<file path="src/rtl/vga_pkg.sv">
`default_nettype none
// ============================================================================
//  Module   : vga_pkg
//  Purpose  : Shared types and helpers for the vga_stream video output stage
//  Revision : 1.0 - initial release
// ============================================================================
package vga_pkg;

  // Width of the saturating error event counter
  localparam int ERR_CNT_W = 16;

  // Stream alignment state machine
  typedef enum logic [1:0] {
    IDLE  = 2'd0,
    SEEK  = 2'd1,
    ARMED = 2'd2,
    RUN   = 2'd3
  } state_t;

  // Total period of one raster axis (porches + pulse + visible)
  function automatic int timing_total(input int fp, input int pulse,
                                      input int bp, input int disp);
    return fp + pulse + bp + disp;
  endfunction

endpackage
`default_nettype wire

</file>
<file path="src/rtl/vga_stream_if.sv">
`default_nettype none
// ============================================================================
//  Module   : vga_stream_if
//  Purpose  : Pixel FIFO head handshake between upstream buffer and video out
//  Revision : 1.0 - initial release
// ============================================================================
interface vga_stream_if #(
  parameter int DATA_W = 24
) ();
  logic [DATA_W-1:0] pix_data;   // head-of-FIFO pixel
  logic              pix_sof;    // head pixel is (0,0) of a frame
  logic              pix_valid;  // FIFO not empty
  logic              pix_ready;  // consume head pixel this cycle
  logic              fill_ok;    // FIFO prefill level reached

  modport master (output pix_data, pix_sof, pix_valid, fill_ok, input pix_ready);
  modport slave  (input pix_data, pix_sof, pix_valid, fill_ok, output pix_ready);
endinterface
`default_nettype wire

</file>
<file path="src/rtl/vga_timing.sv">
`default_nettype none
// ============================================================================
//  Module   : vga_timing
//  Purpose  : Free-running raster counters with sync/active decode and
//             active-region coordinate translation
//  Revision : 1.0 - initial release
// ============================================================================
module vga_timing import vga_pkg::*; #(
  parameter int HDISP  = 800,
  parameter int VDISP  = 480,
  parameter int HFP    = 40,
  parameter int HPULSE = 48,
  parameter int HBP    = 40,
  parameter int VFP    = 13,
  parameter int VPULSE = 3,
  parameter int VBP    = 29
) (
  input  logic                      clk_i,
  input  logic                      rst_n_i,
  output logic                      hsync_o,      // raw sync region, polarity applied later
  output logic                      vsync_o,
  output logic                      active_o,
  output logic                      frame_end_o,  // last cycle of the frame
  output logic                      first_px_o,   // active pixel (0,0)
  output logic [$clog2(HDISP)-1:0]  x_o,
  output logic [$clog2(VDISP)-1:0]  y_o
);
  localparam int HTOTAL = timing_total(HFP, HPULSE, HBP, HDISP);
  localparam int VTOTAL = timing_total(VFP, VPULSE, VBP, VDISP);
  localparam int HCNT_W = $clog2(HTOTAL);
  localparam int VCNT_W = $clog2(VTOTAL);
  localparam int X_W    = $clog2(HDISP);
  localparam int Y_W    = $clog2(VDISP);

  localparam logic [HCNT_W-1:0] H_LAST     = HCNT_W'(HTOTAL - 1);
  localparam logic [HCNT_W-1:0] H_SYNC_ON  = HCNT_W'(HFP);
  localparam logic [HCNT_W-1:0] H_SYNC_OFF = HCNT_W'(HFP + HPULSE);
  localparam logic [HCNT_W-1:0] H_ACT      = HCNT_W'(HFP + HPULSE + HBP);
  localparam logic [VCNT_W-1:0] V_LAST     = VCNT_W'(VTOTAL - 1);
  localparam logic [VCNT_W-1:0] V_SYNC_ON  = VCNT_W'(VFP);
  localparam logic [VCNT_W-1:0] V_SYNC_OFF = VCNT_W'(VFP + VPULSE);
  localparam logic [VCNT_W-1:0] V_ACT      = VCNT_W'(VFP + VPULSE + VBP);

  logic [HCNT_W-1:0] h_cnt_q, h_cnt_d;
  logic [VCNT_W-1:0] v_cnt_q, v_cnt_d;
  logic              h_wrap_w;

  assign h_wrap_w = (h_cnt_q == H_LAST);

  // Next counter values: h wraps every line, v advances on each h wrap
  always_comb begin
    h_cnt_d = h_wrap_w ? '0 : h_cnt_q + 1'b1;
    v_cnt_d = v_cnt_q;
    if (h_wrap_w) begin
      v_cnt_d = (v_cnt_q == V_LAST) ? '0 : v_cnt_q + 1'b1;
    end
  end

  // Raster counters, free-running from reset
  always_ff @(posedge clk_i or negedge rst_n_i) begin
    if (!rst_n_i) begin
      h_cnt_q <= '0;
      v_cnt_q <= '0;
    end else begin
      h_cnt_q <= h_cnt_d;
      v_cnt_q <= v_cnt_d;
    end
  end

  assign hsync_o     = (h_cnt_q >= H_SYNC_ON) && (h_cnt_q < H_SYNC_OFF);
  assign vsync_o     = (v_cnt_q >= V_SYNC_ON) && (v_cnt_q < V_SYNC_OFF);
  assign active_o    = (h_cnt_q >= H_ACT) && (v_cnt_q >= V_ACT);
  assign frame_end_o = h_wrap_w && (v_cnt_q == V_LAST);
  assign first_px_o  = (h_cnt_q == H_ACT) && (v_cnt_q == V_ACT);
  assign x_o         = active_o ? X_W'(h_cnt_q - H_ACT) : '0;
  assign y_o         = active_o ? Y_W'(v_cnt_q - V_ACT) : '0;

endmodule
`default_nettype wire

</file>
<file path="src/rtl/vga_stream.sv">
`default_nettype none
// ============================================================================
//  Module   : vga_stream
//  Purpose  : Video output stage: raster timing plus frame-aligned pixel
//             stream consumer with underflow/misalignment resync
//  Revision : 1.0 - initial release
// ============================================================================
module vga_stream import vga_pkg::*; #(
  parameter int               HDISP     = 800,
  parameter int               VDISP     = 480,
  parameter int               HFP       = 40,
  parameter int               HPULSE    = 48,
  parameter int               HBP       = 40,
  parameter int               VFP       = 13,
  parameter int               VPULSE    = 3,
  parameter int               VBP       = 29,
  parameter bit               HS_POL    = 1'b0,
  parameter bit               VS_POL    = 1'b0,
  parameter int               DATA_W    = 24,
  parameter logic [DATA_W-1:0] ERR_COLOR = DATA_W'(24'hFF00FF)
) (
  input  logic                     pixel_clk,
  input  logic                     pixel_rst_n,
  input  logic                     enable,
  vga_stream_if.slave              pix,
  output logic                     HS,
  output logic                     VS,
  output logic                     BLANK,
  output logic [DATA_W-1:0]        RGB,
  output logic [$clog2(HDISP)-1:0] x_pos,
  output logic [$clog2(VDISP)-1:0] y_pos,
  output logic                     frame_start,
  output logic                     underflow,
  output logic [ERR_CNT_W-1:0]     err_cnt
);
  logic                     hsync_w, vsync_w, active_w, frame_end_w, first_px_w;
  logic [$clog2(HDISP)-1:0] x_w;
  logic [$clog2(VDISP)-1:0] y_w;

  state_t                   state_q, state_d;
  logic                     ready_w, err_w, fs_d;
  logic [DATA_W-1:0]        rgb_d;
  logic [ERR_CNT_W-1:0]     err_cnt_d;

  vga_timing #(
    .HDISP(HDISP), .VDISP(VDISP),
    .HFP(HFP), .HPULSE(HPULSE), .HBP(HBP),
    .VFP(VFP), .VPULSE(VPULSE), .VBP(VBP)
  ) u_timing (
    .clk_i       (pixel_clk),
    .rst_n_i     (pixel_rst_n),
    .hsync_o     (hsync_w),
    .vsync_o     (vsync_w),
    .active_o    (active_w),
    .frame_end_o (frame_end_w),
    .first_px_o  (first_px_w),
    .x_o         (x_w),
    .y_o         (y_w)
  );

  // State register
  always_ff @(posedge pixel_clk or negedge pixel_rst_n) begin
    if (!pixel_rst_n) state_q <= IDLE;
    else              state_q <= state_d;
  end

  // Next state: enable low always parks in IDLE; an error in RUN restarts the search
  always_comb begin
    state_d = state_q;
    if (!enable) begin
      state_d = IDLE;
    end else begin
      case (state_q)
        IDLE:    state_d = SEEK;
        SEEK:    if (pix.pix_valid && pix.pix_sof && pix.fill_ok) state_d = ARMED;
        ARMED:   if (frame_end_w) state_d = RUN;
        RUN:     if (err_w) state_d = SEEK;
        default: state_d = IDLE;
      endcase
    end
  end

  // Handshake and pixel selection; with enable low nothing is consumed and no error is raised
  always_comb begin
    ready_w   = 1'b0;
    err_w     = 1'b0;
    fs_d      = 1'b0;
    rgb_d     = '0;
    case (state_q)
      SEEK: ready_w = enable && pix.pix_valid && !pix.pix_sof;
      RUN: begin
        if (enable && active_w) begin
          if (!pix.pix_valid || (pix.pix_sof != first_px_w)) begin
            err_w = 1'b1;
            rgb_d = ERR_COLOR;
          end else begin
            ready_w = 1'b1;
            rgb_d   = pix.pix_data;
            fs_d    = first_px_w;
          end
        end
      end
      default: ;
    endcase
    err_cnt_d = (err_w && (err_cnt != '1)) ? err_cnt + 1'b1 : err_cnt;
  end

  assign pix.pix_ready = ready_w;

  // Output registers: every output lags the counters and handshake by one cycle
  always_ff @(posedge pixel_clk or negedge pixel_rst_n) begin
    if (!pixel_rst_n) begin
      HS          <= ~HS_POL;
      VS          <= ~VS_POL;
      BLANK       <= 1'b0;
      RGB         <= '0;
      x_pos       <= '0;
      y_pos       <= '0;
      frame_start <= 1'b0;
      underflow   <= 1'b0;
      err_cnt     <= '0;
    end else begin
      HS          <= hsync_w ? HS_POL : ~HS_POL;
      VS          <= vsync_w ? VS_POL : ~VS_POL;
      BLANK       <= active_w;
      RGB         <= rgb_d;
      x_pos       <= x_w;
      y_pos       <= y_w;
      frame_start <= fs_d;
      underflow   <= err_w;
      err_cnt     <= err_cnt_d;
    end
  end

endmodule
`default_nettype wire

</file>
<file path="src/flat_wrapper.sv">
// flat-port wrapper written by rule: the top's interface ports become plain ports
module vga_stream_flat import vga_pkg::*;
#(
  parameter int               HDISP     = 800,
  parameter int               VDISP     = 480,
  parameter int               HFP       = 40,
  parameter int               HPULSE    = 48,
  parameter int               HBP       = 40,
  parameter int               VFP       = 13,
  parameter int               VPULSE    = 3,
  parameter int               VBP       = 29,
  parameter bit               HS_POL    = 1'b0,
  parameter bit               VS_POL    = 1'b0,
  parameter int               DATA_W    = 24,
  parameter logic [DATA_W-1:0] ERR_COLOR = DATA_W'(24'hFF00FF)
)
  (pixel_clk, pixel_rst_n, enable, HS, VS, BLANK, RGB, x_pos, y_pos, frame_start, underflow, err_cnt, pix_pix_data, pix_pix_sof, pix_pix_valid, pix_fill_ok, pix_pix_ready);
  vga_stream_if #(.DATA_W(DATA_W)) pix_i ();
  input  logic pixel_clk;
  input  logic pixel_rst_n;
  input  logic enable;
  output logic HS;
  output logic VS;
  output logic BLANK;
  output logic [DATA_W-1:0] RGB;
  output logic [$clog2(HDISP)-1:0] x_pos;
  output logic [$clog2(VDISP)-1:0] y_pos;
  output logic frame_start;
  output logic underflow;
  output logic [ERR_CNT_W-1:0] err_cnt;
  input wire logic [$bits(pix_i.pix_data)-1:0] pix_pix_data;
  input wire logic [$bits(pix_i.pix_sof)-1:0] pix_pix_sof;
  input wire logic [$bits(pix_i.pix_valid)-1:0] pix_pix_valid;
  input wire logic [$bits(pix_i.fill_ok)-1:0] pix_fill_ok;
  output wire logic [$bits(pix_i.pix_ready)-1:0] pix_pix_ready;
  assign pix_i.pix_data = pix_pix_data;
  assign pix_i.pix_sof = pix_pix_sof;
  assign pix_i.pix_valid = pix_pix_valid;
  assign pix_i.fill_ok = pix_fill_ok;
  assign pix_pix_ready = pix_i.pix_ready;
  vga_stream #(.HDISP(HDISP), .VDISP(VDISP), .HFP(HFP), .HPULSE(HPULSE), .HBP(HBP), .VFP(VFP), .VPULSE(VPULSE), .VBP(VBP), .HS_POL(HS_POL), .VS_POL(VS_POL), .DATA_W(DATA_W), .ERR_COLOR(ERR_COLOR)) u_core (.pixel_clk(pixel_clk), .pixel_rst_n(pixel_rst_n), .enable(enable), .pix(pix_i), .HS(HS), .VS(VS), .BLANK(BLANK), .RGB(RGB), .x_pos(x_pos), .y_pos(y_pos), .frame_start(frame_start), .underflow(underflow), .err_cnt(err_cnt));
endmodule
</file>
<file path="config.mk">
export PLATFORM = sky130hd
export DESIGN_NAME = vga_stream_flat
export DESIGN_NICKNAME = d
export VERILOG_FILES = /design/src/rtl/vga_pkg.sv /design/src/rtl/vga_stream_if.sv /design/src/rtl/vga_timing.sv /design/src/rtl/vga_stream.sv /design/src/flat_wrapper.sv
export SDC_FILE = /design/constraint.sdc
export NUM_CORES = 1
export LEC_CHECK = 0
export CORE_MARGIN = 2
export CORE_UTILIZATION = 25
export DETAILED_ROUTE_END_ITERATION = 8
export SYNTH_ARGS = -nofsm -noshare
export SYNTH_HDL_FRONTEND = slang
export SYNTH_HIERARCHICAL = 1
export SYNTH_SLANG_ARGS = --single-unit
</file>
<file path="constraint.sdc">
create_clock -name pixel_clk -period 4.9 [get_ports pixel_clk]
set_input_delay 1.47 -clock pixel_clk [delete_from_list [all_inputs] [get_ports pixel_clk]]
set_output_delay 1.47 -clock pixel_clk [all_outputs]
set_load 0.05 [all_outputs]
</file>
* Word level (Yosys, flattened, before mapping) *
Cells that the tools add are included.

word-level totals
  bits in registers = 86
  latch bits = 0
  input bits = 30
  ROM bits = 0
  memories kept = 0
  output and inout port bits = 65
  bits in writable memories = 0
  word-level logic and storage cells = 74

operators by class
  $mul = 0
  div/mod/pow operators = 0
  mux-type cells = 23
  reduce and logical (&&, ||, !) cells = 16
  magnitude comparators = 6
  equal/unequal tests = 12
  shifts and indexed selects = 0
  bitwise operators = 0
  add/subtract/negate cells = 5

operators by type and width
  operator               count
  $mux 24                3
  $mux 10                3
  $add 10x1->10 const B  2
  $eq 10x10->1 const B   2
  $ge 10x6->1 const B    2
  $add 16x1->16 const B  1
  $ne 16x16->1 const B   1
  $logic_and 1x1->1      11
  $eq 10x6->1 const B    1
  $eq 10x8->1 const B    1
  $ge 10x4->1 const B    1
  $ge 10x8->1 const B    1
  $lt 10x5->1 const B    1
  $lt 10x7->1 const B    1
  $mux 1                 10
  $sub 10x8->10 const B  1
  $mux 9                 1
  $ne 3x2->1 const B     3
  $sub 9x6->9 const B    1
  $mux 2                 4
  $pmux 2 s4             1
  $eq 2x2->1 const B     2
  $reduce_and 3->1       1
  $eq 2x1->1 const B     1
  other kinds (5)        6

* Logic depth before layout (Yosys ltp) *
  depth in word-level cells = 10
  mapped depth = 13
  depth with buffers taken out = 11

* By module *
The synthesis kept the hierarchy.

by module, submodules not included
  module      cells an instance  times used  area an instance (sq um)  seq. area each (sq um)
  vga_stream  190                1           2447.3                    1654.1
  vga_timing  168                1           1451.4                    500.5

* Least setup slack after synthesis *
OpenSTA, ideal clock, no wires.

  path kind = register to output
  start point = register u_core.u_timing.v_cnt_q[0]
  end point = output pix_pix_ready
  arrival = 2.535 ns
  setup slack = 0.895 ns
  data required time = 3.430 ns
  stages on the path, launching flop included = 12
  cell sequence = dfrtp_1 > inv_1 > ha_1 > and3b_1 > o21ai_0 > a32o_1 > inv_1 > and3_1 > buf_4 > and3_1 > clkbuf_1 > a41o_1

between the ends
  elaborated cells between the ends (all ways) = 10

RTL lines
  what                       line                RTL
  from (decl)                vga_timing.sv:45    logic [VCNT_W-1:0] v_cnt_q, v_cnt_d;
  from (signal assigned)     vga_timing.sv:66    v_cnt_q <= v_cnt_d;
  $ge 10x6->1                vga_timing.sv:72    assign active_o = (h_cnt_q >= H_ACT) && (v_cnt_q >= V_ACT);
  $logic_and 1x1->1          vga_timing.sv:72
  named net u_core.active_w  vga_stream.sv:36    logic hsync_w, vsync_w, active_w, frame_end_w, first_px_w;
  $logic_and 1x1->1          vga_stream.sv:92    if (enable && active_w) begin
  $mux 1                     vga_stream.sv:92
  $pmux 1 s2                 vga_stream.sv:89    case (state_q)
  to (decl)                  flat_wrapper.sv:35  output wire logic [$bits(pix_i.pix_ready)-1:0] pix_pix_ready;

The timed path passes the listed nets, and every way through them passes these cells.

* Worst setup path in the final report *
Same ends and word-level chain as after synthesis.

==> results.py <==
metrics = {
    "run_status": {
        "run_status": "finished clean",
    },
    "logic_synthesis": {
        "ys_warn_count": 6,
        "synth_area_mm2": 0.003899,
        "syn-num-nets": 401,
        "synth_ff_type": "dfrtp_1",
        "synth_edf_count": 0,
        "ys_seq_elements": 86,
        "synth_cells": 358,
        "async_flop_share_pct": 100.0,
        "syn_avg_cell_area_um2": 10.89,
        "ys_types": 53,
        "yosysSeqAreaShare_pct": 55.26,
    },
    "global_route": {
        "grtUsageMet1_pct": 13.30,
        "met2_usage_pct": 17.55,
        "grt_pass1_vias": 2831,
        "grt_overflow_total": 0,
        "met3_usage_pct": 3.368,
        "grt_pass1_wl_um": 14120,
        "antenna_found_initial": 0,
        "gr-usage-all-layers_pct": 11.04,
        "grt-busiest-layer": "met2",
        "grt_max_degree": 87,
    },
    "cts": {
        "cts_resized": 0,
        "cts_buffer_depth": 2,
        "hold_buffers": 0,
        "numCtsBuffers": 9,
        "htreeDepth": 3,
        "root_buffer": "clkbuf_16",
        "postCtsSetupBuffers": 0,
        "cts_sinks": 86,
        "path_clk_slew_ps": 70,
        "cts_tree": "yes",
        "insertion_delay_ps": 350,
    },
    "route": {
        "first_iter_violations": 220,
        "vias": 2864,
        "wl_per_cell_um": 13.68,
        "drcViolationCount": 0,
        "viasPerCell": 4.461,
        "ant_nets": 0,
        "drtPass1Iterations": 4,
        "wl_um": 8780,
    },
    "pwr": {
        "leakage_nw": 2.508,
        "internal_power_mw": 1.169,
        "p_clk_share_pct": 45.7,
        "p_per_area_mw_per_mm2": 280.9,
        "switching_share_pct": 21.55,
        "finalPower_mw": 1.490,
        "p_comb_share_pct": 5.7,
        "p_switching_mw": 0.3211,
        "power_frac_seq_pct": 48.6,
        "peakVddDrop_mv": 0.1767,
    },
    "critical_path": {
        "critPathBufInv": 3,
        "crit_type": "reg -> out",
        "critPathRequiredTime_ps": 3430,
        "crit_fanout": 9,
        "regToRegSetupSlack_ps": 1700,
        "max_stage_delay_ps": 460,
        "reg2regPathDepth": 11,
        "cp.arrival_ps": 2840,
        "rr_endpoint": "u_core/state_q[0]",
        "slowest_stage": "dfrtp_1",
        "critPathLaunchType": "flip-flop",
        "crit_path_cell_trace": "inv_1 -> ha_1 -> and3b_1 -> o21ai_0 -> a32o_1 -> inv_1 -> and3_1 -> and3_1 -> a41o_1 -> buf_12",
        "r2r-start": "u_core/u_timing/v_cnt_q[0]",
        "worst_setup_path_end_kind": "output port",
        "cp_top_family": "simple AND/OR/NAND/NOR gates",
    },
    "final_layout": {
        "final_area_mm2": 0.005305,
        "layout_common_cells": "clkdlybuf4s50_1, dfrtp_1, nand2_1",
        "drive_gt1_share_pct": 7.269,
        "area_delta_synth_final_pct": 36.07,
        "stdcell_count": 642,
        "nets": 492,
        "final_common_cell": "clkdlybuf4s50_1",
        "num_antenna_cells": 0,
    },
    "timing": {
        "final-max-slew-violation-count": 0,
        "max_freq_mhz": 232.0,
        "rsz0062_at_grt": "no",
        "setup-violations-final": 0,
        "post-route-min-period_ps": 4310,
        "finalClockSkew_ps": 10.59,
        "relSlewSlack_pct": 28.26,
        "fin_tns_setup_ps": 0,
        "tightest_slew_ps": 1076,
        "fin_worst_hold_slack_ps": 510.1,
        "finalCritPeriodShare_pct": 87.96,
        "finalHoldViolations": 0,
    },
    "hold_path": {
        "hp-class": "reg -> reg",
        "hold_depth": 1,
        "whs_endpoint": "u_core/u_timing/h_cnt_q[0]",
        "hp-start": "u_core/u_timing/h_cnt_q[0]",
    },
    "job": {
        "max_cap_viol_count": 0,
    },
    "floorplan": {
        "core_mm2": 0.01520,
        "num_rows": 45,
        "num_io_pins": 95,
        "start_util_pct": 25.65,
        "die_area_mm2": 0.01661,
        "die_h_um": 128.9,
        "die_w_um": 128.9,
    },
    "place": {
        "place.detailed.hpwl_um": 6168,
        "place_inst": 626,
        "gp_congestion": 0.7493,
        "io_buffers": 94,
        "dpl_cell_area_mm2": 0.005011,
    },
}
[Yosys cell counts (4+ instances only)]
cell	count	area (um2)
nand2_1	44	165.2
nor2b_1	5	31.28
nor2_1	23	86.33
o21ai_0	7	35.03
and3_1	6	37.54
nor3b_1	4	30.03
and2_1	16	100.1
dfrtp_1	84	2102
clkbuf_1	8	30.03
nand3_1	15	75.07
inv_1	15	56.30
ha_1	13	162.7
xnor2_1	16	140.1
a21oi_1	6	30.03
nand4_1	13	81.33
xor2_1	16	140.1
nor3_1	12	60.06
[worst max path at each step]
stage | slack (ps) | depth (start not counted) | to | startpoint
5_1_grt | 280 | 10 | pix_pix_ready | u_core/u_timing/v_cnt_q[0]
3_3_place_gp | 630 | 5 | pix_pix_ready | enable
3_5_place_dp | 590 | 5 | pix_pix_ready | enable
6_report | 590 | 10 | pix_pix_ready | u_core/u_timing/v_cnt_q[0]
2_1_floorplan | 890 | 11 | pix_pix_ready | u_core/u_timing/v_cnt_q[0]
4_1_cts | 540 | 10 | pix_pix_ready | u_core/u_timing/v_cnt_q[0]
[flip-flops by register name, indices dropped and copies added, names as in the netlist, 2 cells and up]
register	cells
u_core/RGB	24
u_core/err_cnt	16
u_core/u_timing/h_cnt_q	10
u_core/u_timing/v_cnt_q	10
u_core/x_pos	10
u_core/y_pos	9
u_core/state_q	2
[metrics by stage]
| step | worst slack [ps] | util (%) |
|---|---|---|
| 2_1_floorplan | 895.0 | - |
| 3_3_place_gp | 626.4 | 32.96 |
| 3_5_place_dp | 588.6 | 32.96 |
| 4_1_cts | 544.2 | 34.90 |
| 5_1_grt | 280.0 | 34.90 |
| 6_report | 589.9 | 34.90 |
[metal layers]
layer  part of all wire, %  wire length (um)
met5                     0                 0
met4                   2.6               231
met3                   5.4               476
met2                    48              4210
met1                    44              3862
[kinds of logic (layout without fill, tap and decap cells)]
group,Yosys count,in the layout,share of synthesized area (%)
adders and majority gates,13,13,4.172
muxes,4,4,1.187
DFF,86,86,55.26
and+or+nand+nor,164,164,23.43
xor gates and xnor gates,32,32,7.188
AOI/OAI and AO/OA,28,28,5.103
buffers and inverters,31,127,3.658
[power groups by stage]
stage | logic (mW) | clock network (mW) | registers [mW]
global route | 0.0943 | 0.733 | 0.725
CTS | 0.0872 | 0.706 | 0.724
global placement | 0.0841 | 0 | 0.736
finish | 0.0853 | 0.680 | 0.725
detailed placement | 0.0870 | 0 | 0.737
floorplan | 0.0377 | 0 | 0.735
[cell type report]
cell class / instances / area [um2]
fillers: 1496 / 9897
flip-flops and latches: 86 / 2155
multi-input cells: 241 / 1602
repair buffers: 96 / 963.4
clock buffers: 12 / 246.5
well taps: 188 / 235.2
inverters: 15 / 56.30
clock inverters: 4 / 47.55
[worst reg2reg max path: cells and delay by family (launching register included)]
kind | cells | cell delay, ps
buffers and inverters | 3 | 540
AND/OR/NAND/NOR | 2 | 460
AO/OA/AOI/OAI | 5 | 1370
flip-flops | 1 | 460
adder cells (fa/ha/maj) | 1 | 260
No activity file was read; power rests on OpenSTA's default activity.
